File: src/rtl/instr_fetch_pkg.sv
// Shared definitions for the instruction-fetch block: FSM states, decoded opcodes
// and the program image loaded into program memory at elaboration.
package instr_fetch_pkg;

  localparam int unsigned MAX_DEPTH = 256;

  localparam logic [7:0] HALT_OP = 8'h13;
  localparam logic [7:0] NOP_OP  = 8'h00;

  typedef enum logic [1:0] {
    IDLE,
    FETCH,
    ISSUE,
    HALT_ST
  } state_e;

  // Word i of the image lives in element [i]; memories take the low DEPTH words.
  typedef logic [MAX_DEPTH-1:0][7:0] image_t;

  localparam image_t DEFAULT_PROGRAM = {
    {(MAX_DEPTH-4){NOP_OP}},
    8'h2A,
    HALT_OP,
    8'h01,
    NOP_OP
  };

endpackage

File: src/rtl/instr_fetch_prog_mem.sv
// Synchronous-read program memory. Defining INSTR_FETCH_LOAD_EN enables the
// write port; otherwise the memory is read-only and the write inputs are ignored.
module prog_mem
  import instr_fetch_pkg::*;
#(
  parameter int unsigned DEPTH      = 32,
  parameter int unsigned ADDR_W     = 5,
  parameter image_t      INIT_IMAGE = DEFAULT_PROGRAM
) (
  input  logic              clk,
  input  logic              rst_n,
  input  logic              re_i,
  input  logic [ADDR_W-1:0] raddr_i,
  output logic [7:0]        rdata_o,
  input  logic              we_i,
  input  logic [ADDR_W-1:0] waddr_i,
  input  logic [7:0]        wdata_i
);

  // NOTE: the array has no reset; its contents come only from INIT_IMAGE and writes.
  logic [DEPTH-1:0][7:0] mem_q = INIT_IMAGE[DEPTH-1:0];
  logic [7:0]            rdata_q;

`ifdef INSTR_FETCH_LOAD_EN
  always_ff @(posedge clk) begin
    if (we_i) begin
      mem_q[waddr_i] <= wdata_i;
    end
  end
`else
  logic unused_write;
  assign unused_write = ^{we_i, waddr_i, wdata_i};
`endif

  // The read register holds its word whenever re_i is low.
  always_ff @(posedge clk or negedge rst_n) begin
    if (!rst_n) begin
      rdata_q <= NOP_OP;
    end else if (re_i) begin
      rdata_q <= mem_q[raddr_i];
    end
  end

  assign rdata_o = rdata_q;

endmodule

File: src/rtl/instr_fetch.sv
// Instruction fetch FSM and PC in front of prog_mem. INSTR_FETCH_LOAD_EN enables
// program loading while the FSM is in IDLE or HALT_ST.
module instr_fetch
  import instr_fetch_pkg::*;
#(
  parameter int unsigned DEPTH      = 32,
  parameter int unsigned ADDR_W     = 5,
  parameter image_t      INIT_IMAGE = DEFAULT_PROGRAM
) (
  input  logic              clk,
  input  logic              rst_n,
  input  logic              start,
  output logic [7:0]        instr,
  output logic              instr_valid,
  input  logic              instr_ready,
  output logic [ADDR_W-1:0] pc,
  output logic              halted,
  output logic              busy,
  input  logic              load_we,
  input  logic [ADDR_W-1:0] load_addr,
  input  logic [7:0]        load_data
);

  state_e            state_q;
  logic [ADDR_W-1:0] pc_q;
  logic              valid_q;
  logic              busy_q;
  logic              halted_q;
  logic              mem_we;

  // Loads are only allowed while no fetch is in flight.
  assign mem_we = load_we && (state_q == IDLE || state_q == HALT_ST);

  prog_mem #(
    .DEPTH      (DEPTH),
    .ADDR_W     (ADDR_W),
    .INIT_IMAGE (INIT_IMAGE)
  ) u_prog_mem (
    .clk     (clk),
    .rst_n   (rst_n),
    .re_i    (state_q == FETCH),
    .raddr_i (pc_q),
    .rdata_o (instr),
    .we_i    (mem_we),
    .waddr_i (load_addr),
    .wdata_i (load_data)
  );

  // NOTE: all state updates use non-blocking assignments so every register samples pre-edge values.
  always_ff @(posedge clk or negedge rst_n) begin
    if (!rst_n) begin
      state_q  <= IDLE;
      pc_q     <= '0;
      valid_q  <= 1'b0;
      busy_q   <= 1'b0;
      halted_q <= 1'b0;
    end else begin
      case (state_q)
        IDLE, HALT_ST: begin
          if (start) begin
            state_q  <= FETCH;
            pc_q     <= '0;
            busy_q   <= 1'b1;
            halted_q <= 1'b0;
          end
        end
        FETCH: begin
          state_q <= ISSUE;
          valid_q <= 1'b1;
        end
        ISSUE: begin
          if (instr_ready) begin
            valid_q <= 1'b0;
            if (instr == HALT_OP) begin
              state_q  <= HALT_ST;
              busy_q   <= 1'b0;
              halted_q <= 1'b1;
            end else begin
              state_q <= FETCH;
              pc_q    <= pc_q + ADDR_W'(1);
            end
          end
        end
        default: state_q <= IDLE;
      endcase
    end
  end

  assign instr_valid = valid_q;
  assign pc          = pc_q;
  assign halted      = halted_q;
  assign busy        = busy_q;

endmodule
File: config.mk
export PLATFORM = sky130hd
export DESIGN_NAME = instr_fetch
export DESIGN_NICKNAME = d
export VERILOG_FILES = /design/src/rtl/instr_fetch_pkg.sv /design/src/rtl/instr_fetch_prog_mem.sv /design/src/rtl/instr_fetch.sv
export SDC_FILE = /design/constraint.sdc
export NUM_CORES = 1
export LEC_CHECK = 0
export BUFFER_PORTS_ARGS = -buffer_cell sky130_fd_sc_hd__clkbuf_2
export CORE_MARGIN = 1
export CORE_UTILIZATION = 41
export CTS_CLUSTER_SIZE = 10
export DETAILED_ROUTE_END_ITERATION = 7
export HOLD_SLACK_MARGIN = 0.02
export PLACE_DENSITY = 0.72
export SLEW_MARGIN = 20
export SYNTH_ARGS = -nofsm -noshare
export SYNTH_HDL_FRONTEND = slang
export SYNTH_SLANG_ARGS = --single-unit
File: constraint.sdc
create_clock -name clk -period 1.9 [get_ports clk]
set_clock_uncertainty 0.2 [all_clocks]
set_input_delay 0.19 -clock clk [delete_from_list [all_inputs] [get_ports clk]]
set_output_delay 0.19 -clock clk [all_outputs]
set_load 0.005 [all_outputs]
==> results of run 1 <==
[power breakdown]
group | total [W] | internal, W | switching (W)
clock network | 0.000171 | 0.0000736 | 0.0000976
registers | 0.000431 | 0.000371 | 0.0000601
logic | 0.000601 | 0.000268 | 0.000333
total | 0.00120 | 0.000712 | 0.000491
[critical path, stage by stage, from the launching register on]
cell and delay, ns:
dfrtp_1 0.39, inv_1 0.09, ha_4 0.23, and2b_1 0.22, or4_1 0.48, o211ai_1 0.17
[Yosys cell counts]
master	n	area, um2
dfrtp_1	14	350
inv_1	9	33.8
nand3_1	8	40.0
o31ai_1	7	52.6
ha_1	6	75.1
buf_4	4	30.0
nand2b_1	4	25.0
o211ai_1	4	30.0
a31oi_1	3	18.8
clkbuf_1	3	11.3
nand2_1	3	11.3
nor2_1	3	11.3
o22ai_1	3	18.8
o311ai_0	3	26.3
a21oi_1	2	10.0
o21ai_0	2	10.0
or4_1	2	15.0
and2b_1	1	7.51
and4b_1	1	10.0
buf_2	1	5.00
buf_6	1	11.3
conb_1	1	3.75
mux2_2	1	11.3
nand4b_1	1	8.76
nor2b_1	1	6.26
o2bb2ai_1	1	8.76
o32ai_1	1	8.76
or3_1	1	6.26
[worst paths after layout]
path,cells after the start,start,end,slack (ns)
worst max register to register,5,state_q[0]$_DFFE_PN0P_,pc[1]$_DFFE_PN0P_,0.05
worst min register to register,1,halted$_DFFE_PN0P_,halted$_DFFE_PN0P_,0.33
worst max-delay path,5,state_q[0]$_DFFE_PN0P_,pc[1]$_DFFE_PN0P_,0.05
max in group asynchronous,2,rst_n,state_q[0]$_DFFE_PN0P_,1.09
min in group asynchronous,2,rst_n,u_prog_mem.rdata_o[4]$_DFFE_PN0P_,0.15
worst min-delay path,3,start,halted$_DFFE_PN0P_,0.02
[placed cells by master (no fill, tap or decap), drive strengths merged, types with 3 or more instances in the layout]
cell type,netlist,layout
o211ai,4,4
conb,1,3
nand3,8,8
o31ai,7,7
dfrtp,14,14
o311ai,3,3
nand2,3,3
a31oi,3,3
ha,6,6
inv,9,9
o22ai,3,3
nor2,3,3
buf,6,6
nand2b,4,4
clkbuf,3,19
[cell type report]
type                            instances  area (um2)
Timing Repair Buffer                   24         145
Inverter                                9        33.8
Fill cell                             197         936
Sequential cell                        14         350
Multi-Input combinational cell         61         440
Clock buffer                            3        22.5
Tap cell                               27        33.8
[stage by stage]
stage / worst slack (ns) / instances / power, W
3_5_place_dp: 0.0612 / 132 / 0.00103
5_1_grt: 0.00172 / 138 / 0.00131
3_3_place_gp: 0.0695 / 132 / 0.00100
4_1_cts: 0.0391 / 137 / 0.00120
2_1_floorplan: 0.0231 / 93 / 0.000819
6_report: 0.0451 / 138 / 0.00120
[logic make-up (layout without fill, tap and decap cells)]
group / Yosys count / in the layout / synth area share (%)
buffers and inverters: 18 / 36 / 10.7
adder cells (fa/ha/maj): 6 / 6 / 8.76
multiplexers: 1 / 1 / 1.31
other: 1 / 3 / 0.438
AO/OA/AOI/OAI: 26 / 26 / 21.5
flip-flops: 14 / 14 / 40.9
AND/OR/NAND/NOR: 25 / 25 / 16.5
[sequential cells by signal, summed over array words and instances (netlist names)]
signal              flops
u_prog_mem.rdata_o      4
instr_valid             1
pc                      5
state_q                 2
busy                    1
halted                  1
[metal layers]
metal | track usage [%] | up-vias
met5 | 0 | -
met3 | 3.40 | 5
met4 | 10.0 | 0
li1 | - | 371
met1 | 24.4 | 355
met2 | 28.9 | 26
[timing repair]
item                                   4_1_cts  5_1_grt
setup buffers                                0        1
resized for setup                            0        2
hold buffers                                 2        0
setup endpoints to repair                    0        6
endpoints found under the hold margin       15        0
==> flow_summary.ini, run 1 <==
[cts]
cts_buffers = 3
clkSinkCount = 14
cts.path.max_buffers = 2
h-tree-depth = 1
clk_pin_slew_ns = 0.08
clkLatencyLatePin_ns = 0.28
cts_tree = built
clockRootBuffer = clkbuf_4

[route]
top_layer = met4
drt_iter0_markers = 17
first_pass_iters = 4
wl_met3_um = 89
detail-route-antenna-nets = 0
met1_length_um = 830
routedWlPerCell_um = 13.2
routed-wl-met2_um = 866
vias_per_cell = 5.49
wirelength_um = 1820
num_vias = 757
drt_drc_violations_left = 0

[logic_synthesis]
yosysWarnings = 0
synth_seq_cells = 14
seq_area_frac_synth_pct = 40.9
syn_inst = 91
synth.cell_area_um2 = 857
ys_types = 28
syn_avg_cell_area_um2 = 9.42

[floorplanning]
fp.dieW_um = 47.7
std_cell_rows = 16
core_area_um2 = 1960
die_y_um = 47.7
start_util_pct = 43.7
io_pins = 34
die_area_um2 = 2280

[sta]
tns_ns = 0
period_minus_slack_ns = 1.85
setup_viol_count_final = 0
maxSlewViolCount = 0
finalCritPeriodShare_pct = 97.6
whs_ns = 0.0199
finalHoldViolCount = 0
rsz0062_at_grt = no
max_clock_freq_ghz = 0.539

[place]
dp_hpwl_um = 1320
io_buffers = 16
dpl_cell_area_um2 = 971
place_congestion = 0.729

[global_routing]
grt_util_all_layers_pct = 18.6
grt-ovfl-total = 0
grt_pass1_vias = 629
antenna_found_initial = 0
grt_pass1_wl_um = 2840
grt_max_degree = 15

[job]
drv_cap = 0

[final_layout]
drive_gt1_share_pct = 26.1
fin_util_pct = 52.3
final_net_count = 137
postLayoutCellArea_um2 = 1030
area_delta_synth_final_pct = 19.7
antennaDiodeCount = 0

[critical_path]
end_kind = register
cp-start-kind = register
cp_max_fo = 6
crit_type = reg2reg
required_ns = 1.90
cp.arrival_ns = 1.86

[pwr]
p_leak_nw = 0.472
ir_worst_vdd_v = 0.000900
p_per_area_nw_per_um2 = 1170

[run_status]
status = finished, final reports clean

[min_path]
hp-class = in2reg
No activity file was read; power rests on OpenSTA's default activity.
==> run 2, diff against run 1 <==
--- a/config.mk
+++ b/config.mk
@@ -11,7 +11,7 @@
 export CTS_CLUSTER_SIZE = 10
 export DETAILED_ROUTE_END_ITERATION = 7
 export HOLD_SLACK_MARGIN = 0.02
-export PLACE_DENSITY = 0.72
+export PLACE_DENSITY = 0.69
 export SLEW_MARGIN = 20
 export SYNTH_ARGS = -nofsm -noshare
 export SYNTH_HDL_FRONTEND = slang
==> constraint.sdc (replaced) <==
create_clock -name clk -period 2.33 [get_ports clk]
set_clock_uncertainty 0.2 [all_clocks]
set_input_delay 0.466 -clock clk [delete_from_list [all_inputs] [get_ports clk]]
set_output_delay 0.466 -clock clk [all_outputs]
set_load 0.02 [all_outputs]
==> run 2 against run 1 <==
Net effect:
- routed wire length down 4.6%
- critical path depth unchanged
- worst hold slack better by 0.21 ns
- die area unchanged
- non-clock buffer count down 5
- clock power up 2%
- global-route usage down 0.66 points
- core utilization down 2.2 points
- clock-buffer cell count up 1
- register-to-register slack better by 0.26 ns
- first-iteration DRC count down 5.9%
- critical path type unchanged
- highest routed layer unchanged
==> flow_summary.ini, run 2 (same netlist as run 1, synthesis figures left out) <==
[run_status]
status = finished, final reports clean

[global_routing]
grt_pass1_wl_um = 2880
grt-ovfl-total = 0
antenna_found_initial = 0
grt_pass1_vias = 630
grt_util_all_layers_pct = 17.9
grt_max_degree = 15

[route]
drt_drc_violations_left = 0
vias_per_cell = 5.54
detail-route-antenna-nets = 0
first_pass_iters = 4
drt_iter0_markers = 16
routedWlPerCell_um = 13.0
num_vias = 743
wirelength_um = 1740

[final_layout]
postLayoutCellArea_um2 = 982
area_delta_synth_final_pct = 14.6
final_net_count = 132
layout_common_cells = clkbuf_2, dfrtp_1, inv_1, nand3_1, o31ai_1
largest_register_ffs = 5
stdcell_count = 134
fillers = 204
antennaDiodeCount = 0
drive_gt1_share_pct = 21.5
layout_commonest_cell = clkbuf_2

[cts]
clkSinkCount = 14
h-tree-depth = 1
cts_tree = built
cts.path.max_buffers = 2
post_cts_buffers = 0
clkLatencyLatePin_ns = 0.28
clk_pin_slew_ns = 0.09
clockRootBuffer = clkbuf_4
cts_buffers = 3

[floorplanning]
std_cell_rows = 16
io_pins = 34
die_area_um2 = 2280
die_y_um = 47.7
start_util_pct = 43.7
core_area_um2 = 1960
fp.dieW_um = 47.7

[pwr]
p_leak_nw = 0.458
p_per_area_nw_per_um2 = 1010
ir_worst_vdd_v = 0.000525

[sta]
setup_viol_count_final = 0
rsz0062_at_grt = no
whs_ns = 0.234
period_minus_slack_ns = 2.02
finalHoldViolCount = 0
tns_ns = 0
finalWorstSetupSlack_ns = 0.305
max_clock_freq_ghz = 0.494
maxSlewViolCount = 0
finalCritPeriodShare_pct = 86.9

[place]
io_buffers = 16
dp_slack_ns = 0.314
dp.cells = 129
place_congestion = 0.735
dp_hpwl_um = 1260
dpl_cell_area_um2 = 936

[critical_path]
crit_chain = inv_1 -> ha_1 -> and2b_1 -> or4_1 -> o211ai_1
cp.arrival_ns = 2.03
cp_max_fo = 9
slowest_stage = or4_1
required_ns = 2.33
max_stage_delay_ns = 0.49
crit_type = reg2reg
cp-start-kind = register
end_kind = register

[min_path]
hp-class = in2reg

[job]
drv_cap = 0
## run 2: changes by cell type in the layout (fill, tap and decap cells not counted), sizes merged
cell,change
dlygate4sd3,-1
clkbuf,+1
buf,-4
## run 2: critical path: cells and delay by family, from the launching register on
family / cells / cell delay [ns]
simple gates: 2 / 0.77
flops: 1 / 0.39
buf+inv: 1 / 0.06
fa+ha+maj: 1 / 0.36
compound gates: 1 / 0.16
## run 2: power breakdown
| part | internal (W) | switching (W) |
|---|---|---|
| registers | 0.000302 | 0.0000647 |
| clock network | 0.0000950 | 0.0000803 |
| logic | 0.000158 | 0.000292 |
| total | 0.000555 | 0.000437 |
## run 2: worst paths after layout
kind	cells past startpoint	end	slack, ns	startpoint
max	5	pc[2]$_DFFE_PN0P_	0.31	state_q[0]$_DFFE_PN0P_
min	2	instr_valid$_DFFE_PN0P_	0.23	instr_ready
max reg2reg	5	pc[2]$_DFFE_PN0P_	0.31	state_q[0]$_DFFE_PN0P_
min reg2reg	1	halted$_DFFE_PN0P_	0.32	halted$_DFFE_PN0P_
max in group asynchronous	2	state_q[1]$_DFFE_PN0P_	1.23	rst_n
min in group asynchronous	2	u_prog_mem.rdata_o[0]$_DFFE_PN0P_	0.43	rst_n
## run 2: layout make-up
class	count	area, um2	share of cell area (%)
Multi-Input combinational cell	61	423	43.1
Inverter	9	33.8	3.44
Tap cell	27	33.8	3.44
Sequential cell	14	350	35.7
Clock buffer	4	36.3	3.69
Timing Repair Buffer	19	105	10.7
## run 2: stage by stage
step | power (W) | utilization, %
after detailed placement | 0.000820 | 47.7
after global routing | 0.00109 | 50.1
after CTS | 0.00100 | 50.1
final | 0.000992 | 50.1
after floorplan | 0.000696 | -
after global placement | 0.000805 | 47.7
## run 2: timing repair
item,CTS,global route
gates resized for setup,0,0
hold buffers,1,0
hold endpoints to repair,14,0
setup endpoints to repair,0,0
## run 2: layer usage
metal  wire length [um]  track usage, %  vias to the layer above
met5                  0               0                        -
met2                821            27.8                       18
li1                   -               -                      361
met4                 17            5.00                        0
met3                 60            3.40                        4
met1                837            25.3                      360
